**src/rtl/rr_arbiter4.sv**
```systemverilog
// Four-way round-robin arbiter with a registered one-hot/index grant, a done/release
// handshake and a hold-time limit that preempts an owner while others are waiting.
module rr_arbiter4 #(
    parameter int MAX_HOLD = 8,
    parameter int CW       = 4
) (
    input  logic       clk,
    input  logic       rst,
    input  logic [3:0] req,
    input  logic       done,
    output logic [3:0] gnt,
    output logic [1:0] gnt_idx,
    output logic       gnt_valid
);

    localparam logic [0:0] IDLE  = 1'b0;
    localparam logic [0:0] GRANT = 1'b1;

    localparam logic [CW-1:0] HOLD_LAST = CW'(MAX_HOLD - 1);

    logic [0:0]    state;
    logic [1:0]    ptr;
    logic [CW-1:0] cnt;

    logic          win_found;
    logic [1:0]    win_idx;
    logic          owner_req;
    logic          others_wait;
    logic          hold_expired;
    logic          release_now;

    // First requester at or after ptr, wrapping modulo 4.
    function automatic logic [2:0] find_winner(input logic [3:0] r, input logic [1:0] p);
        logic       found;
        logic [1:0] idx;
        logic [1:0] cand;
        found = 1'b0;
        idx   = 2'd0;
        for (int k = 0; k < 4; k++) begin
            cand = p + 2'(k);
            if (!found && r[cand]) begin
                found = 1'b1;
                idx   = cand;
            end
        end
        return {found, idx};
    endfunction

    function automatic logic [3:0] decode2to4(input logic [1:0] idx);
        return 4'b0001 << idx;
    endfunction

    always_comb begin
        {win_found, win_idx} = find_winner(req, ptr);
        owner_req    = req[gnt_idx];
        others_wait  = (req & ~gnt) != 4'b0000;
        hold_expired = (cnt == HOLD_LAST) && others_wait;
        release_now  = done || !owner_req || hold_expired;
    end

    always_ff @(posedge clk) begin
        if (rst) begin
            state     <= IDLE;
            ptr       <= 2'd0;
            cnt       <= '0;
            gnt       <= 4'b0000;
            gnt_idx   <= 2'd0;
            gnt_valid <= 1'b0;
        end else begin
            case (state)
                IDLE: begin
                    if (win_found) begin
                        state     <= GRANT;
                        gnt_idx   <= win_idx;
                        gnt       <= decode2to4(win_idx);
                        gnt_valid <= 1'b1;
                        ptr       <= win_idx + 2'd1;
                        cnt       <= '0;
                    end
                end
                GRANT: begin
                    // ptr is left alone on release so a preempted owner ranks last next round.
                    if (release_now) begin
                        state     <= IDLE;
                        gnt       <= 4'b0000;
                        gnt_idx   <= 2'd0;
                        gnt_valid <= 1'b0;
                    end else if (cnt != HOLD_LAST) begin
                        cnt <= cnt + 1'b1;
                    end
                end
                default: begin
                    state     <= IDLE;
                    gnt       <= 4'b0000;
                    gnt_idx   <= 2'd0;
                    gnt_valid <= 1'b0;
                end
            endcase
        end
    end

endmodule

```
**config.mk**
```make
export PLATFORM = sky130hd
export DESIGN_NAME = rr_arbiter4
export DESIGN_NICKNAME = d
export VERILOG_FILES = /design/src/rtl/rr_arbiter4.sv
export SDC_FILE = /design/constraint.sdc
export NUM_CORES = 1
export LEC_CHECK = 0
export CAP_MARGIN = 30
export CELL_PAD_IN_SITES_DETAIL_PLACEMENT = 1
export CELL_PAD_IN_SITES_GLOBAL_PLACEMENT = 1
export CORE_MARGIN = 5
export CORE_UTILIZATION = 40
export DETAILED_ROUTE_END_ITERATION = 6
export PLACE_DENSITY = 0.88
export SLEW_MARGIN = 30
export SYNTH_ARGS = -nofsm -noshare
export SYNTH_HDL_FRONTEND = slang
export SYNTH_SLANG_ARGS = --single-unit
```
**constraint.sdc**
```tcl
create_clock -name clk -period 5.5 [get_ports clk]
set_input_delay 1.65 -clock clk [delete_from_list [all_inputs] [get_ports clk]]
set_output_delay 1.65 -clock clk [all_outputs]
set_load 0.005 [all_outputs]
```
==> impl_results.md <==
- Status: finished clean
- GRT Total Usage: roughly 17%
- Routability cong.: around 0.83
- Worst Path Required: roughly 5.7 ns
- Post-Route WL: between 2000 and 2500 um
- Relative slew margins: around three fifths
- Final cycle utilization of the critical path: between 60% and 70%
- Worst r2r dst: gnt[2]
- Post-synthesis instance total: 93
- # DRC: 0
- Grt ovf: 0
- Max H-tree Level: 1
- IO Port Bufs: 13
- Diodes inserted: 0
- Crit path buf inv count: 1
- Total I/O pin count: 14
- Clock Skew: about 0.008 ns
- Die ar.: between 3000 and 4000 um2
- CTS Root Cell: clkbuf_4
- CP Capture Point: cnt[2]
- Vias: 737
- Max-cap violations: 0
- Worst endpoint data arrival time: 3.51 ns
- Sequential area share after synthesis: roughly 35%
- Slowest cell on crit path: or4_1
- Die Y: 55.0 um
- EDFF count, synth: 0
- Largest area contributor in the netlist: dfxtp_1
- Die Wd: roughly 55 um
- Worst IR Drop VDD: 0.164 mV
- CTS Hold Bufs: 0
- Pre-antenna DRT Iters: 4
- CP Cell Sequence: clkdlybuf4s50_1, or4_1, nand2_1, o211ai_1, a31oi_1
- Clk sinks: 14
- Syn Area/Cell: about 8.7 um2
- Critical path origin: req[0]
- Area Growth Syn to Fin: 21.8%
- Peak per-stage delay on the critical path: 0.61 ns
- Worst setup EP type: flip-flop
- Nets@finish: 118
- Synth unique cells: 31
- Clock-pin slew on the worst setup and hold paths: ~0.080 ns
- Initial Util: about two fifths
- Share of cells above drive strength 1: 5.71%
- Placed cell count: ~130
- Cell area power density: 259 nW/um2
- FILL cells: 240
- Critical Path Stages: 5
- Final min period: about 3.3 ns
- Cell Rows: 16
- Post-layout util: between 50% and 60%
- TNS Setup: 0 ns
- Worst min-delay path category: flip-flop to flip-flop
- Startpoint Class: primary input
- Setup CP Type: primary input to flip-flop
- Post_cts resized: 0
- Vias/cell: between 5 and 6
- TritonCTS buffer count: 3
- Top-area cell type share of the netlist area: between 30% and 40%
- Ys Warns: 0
- R2R Setup Slk: roughly 3.6 ns
- Post-CTS setup buffer count: 0
- First-pass GRT wire length: around 3500 um
- Least-Margin Pin Slew: about 0.59 ns
- Max Slew Vio Count: 0
- R2r worst-path depth: 7
- Clk buf depth: 2
- Share of flip-flops with an asynchronous set or reset: 0%
- Kind of cell adding the most delay to the critical path: simple AND/OR/NAND/NOR gates
- Leakage power: around 0.35 nW
- First DRT Iteration DRCs: 6
- Hold Slack: 0.503 ns
- Most numerous cell in the Yosys netlist: dfxtp_1
- RSZ-0062 raised after global routing: false
- Antenna Nets Post-Route: 0
- Worst-Skew Late Latency: between 0.2 and 0.3 ns
- Final setup fails: 0
- Syn Std Cell Area: between 800 and 900 um2
- Final HPWL DP: around 1500 um
- Post-synthesis net count: around 110
- CP max FO: 11
- Largest net degree at the start of global routing: 20
- Synth area leaders: dfxtp_1 35%, ha_1 7.7%, o32ai_1 6.5%, nand2b_1 6.2%, a21oi_1 5.6%
- Post-synth top cells: 14 x dfxtp_1, 9 x a21oi_1, 8 x inv_1, 8 x nand2b_1, 6 x o32ai_1
- CTS tree: built
- Core Area: about 1900 um2
- Vias in the first global route: ~760
- Top FF cell, synth: dfxtp_1
- RR Startpoint: ptr[1]
- Fmax: 0.302 GHz
- Fin cells: around 130
- Endpoints failing hold: 0
- Seq cells post-synth: 14
- DR WL/cell: roughly 16 um
- Initial antenna violation count: 0
cells by family after synthesis:
| kind of cell | share of synthesized area [%] |
|---|---|
| DFF | 34.6 |
| adders and majority gates | 7.72 |
| muxes | 4.94 |
| and+or+nand+nor | 22.5 |
| buffers and inverters | 6.64 |
| AOI/OAI and AO/OA | 23.6 |
cell type report:
class / count / area, um2 / area share (%)
tap: 27 / 33.8 / 3.42
inverter: 8 / 30.0 / 3.04
sequential: 14 / 280 / 28.4
clock buffer: 4 / 36.3 / 3.68
multi-input combinational: 66 / 477 / 48.3
timing repair buffer: 13 / 130 / 13.2
worst min path at each step:
stage	startpoint	to	slack, ns	depth (start not counted)
floorplan	cnt[3]	cnt[3]	0.45	2
global placement	cnt[3]	cnt[3]	0.47	2
detailed placement	cnt[3]	cnt[3]	0.48	2
CTS	cnt[3]	cnt[3]	0.50	2
global route	cnt[3]	cnt[3]	0.54	2
finish	cnt[3]	cnt[3]	0.50	2
registers in the layout (all words and copies together) (netlist names):
signal and cells:
gnt 4, cnt 4, gnt_valid 1, ptr 2, state 1, gnt_idx 2
power breakdown:
group	internal (mW)	switching, mW	leakage, nW
clock network	0.0404	0.0358	0.0210
registers	0.110	0.00908	0.115
logic	0.0297	0.0310	0.216
per-stage QoR:
step | worst slack, ns | instance area (um2) | total power, mW
finish | 2.19 | 987 | 0.255
global route | 2.08 | 987 | 0.270
CTS | 2.19 | 987 | 0.257
detailed placement | 1.89 | 951 | 0.182
global placement | 1.98 | 951 | 0.177
floorplan | 2.59 | 811 | 0.156
worst register-to-register path, delay by kind of cell (launching register included):
family / cells / cell delay, ns
mux: 1 / 0.22
buf+inv: 2 / 0.26
compound gates: 1 / 0.09
fa+ha+maj: 1 / 0.24
simple gates: 2 / 0.54
flops: 1 / 0.45
metal layers:
| metal | vias up | part of all wire, % | GRT usage (%) |
|---|---|---|---|
| met1 | 352 | 46 | 20.1 |
| met2 | 13 | 48 | 27.6 |
| li1 | 365 | - | - |
| met5 | - | 0 | 0 |
| met4 | 0 | 3.0 | 9.72 |
| met3 | 7 | 3.1 | 3.49 |
cells in the final DEF (no fill, tap or decap), types with 2 or more instances in the layout:
cell | netlist | final
a21oi_1 | 9 | 9
o21ai_0 | 2 | 2
nand3b_1 | 3 | 3
inv_1 | 8 | 8
o211ai_1 | 2 | 2
ha_1 | 5 | 5
nand2_1 | 3 | 3
o32ai_1 | 6 | 6
clkbuf_4 | 0 | 3
nor2_1 | 4 | 4
dfxtp_1 | 14 | 14
nand2b_1 | 8 | 8
or4_1 | 2 | 2
nor2b_1 | 4 | 4
mux2i_1 | 4 | 4
o22ai_1 | 2 | 2
clkdlybuf4s50_1 | 0 | 13
Note: power is estimated with default switching activity, not from simulation.
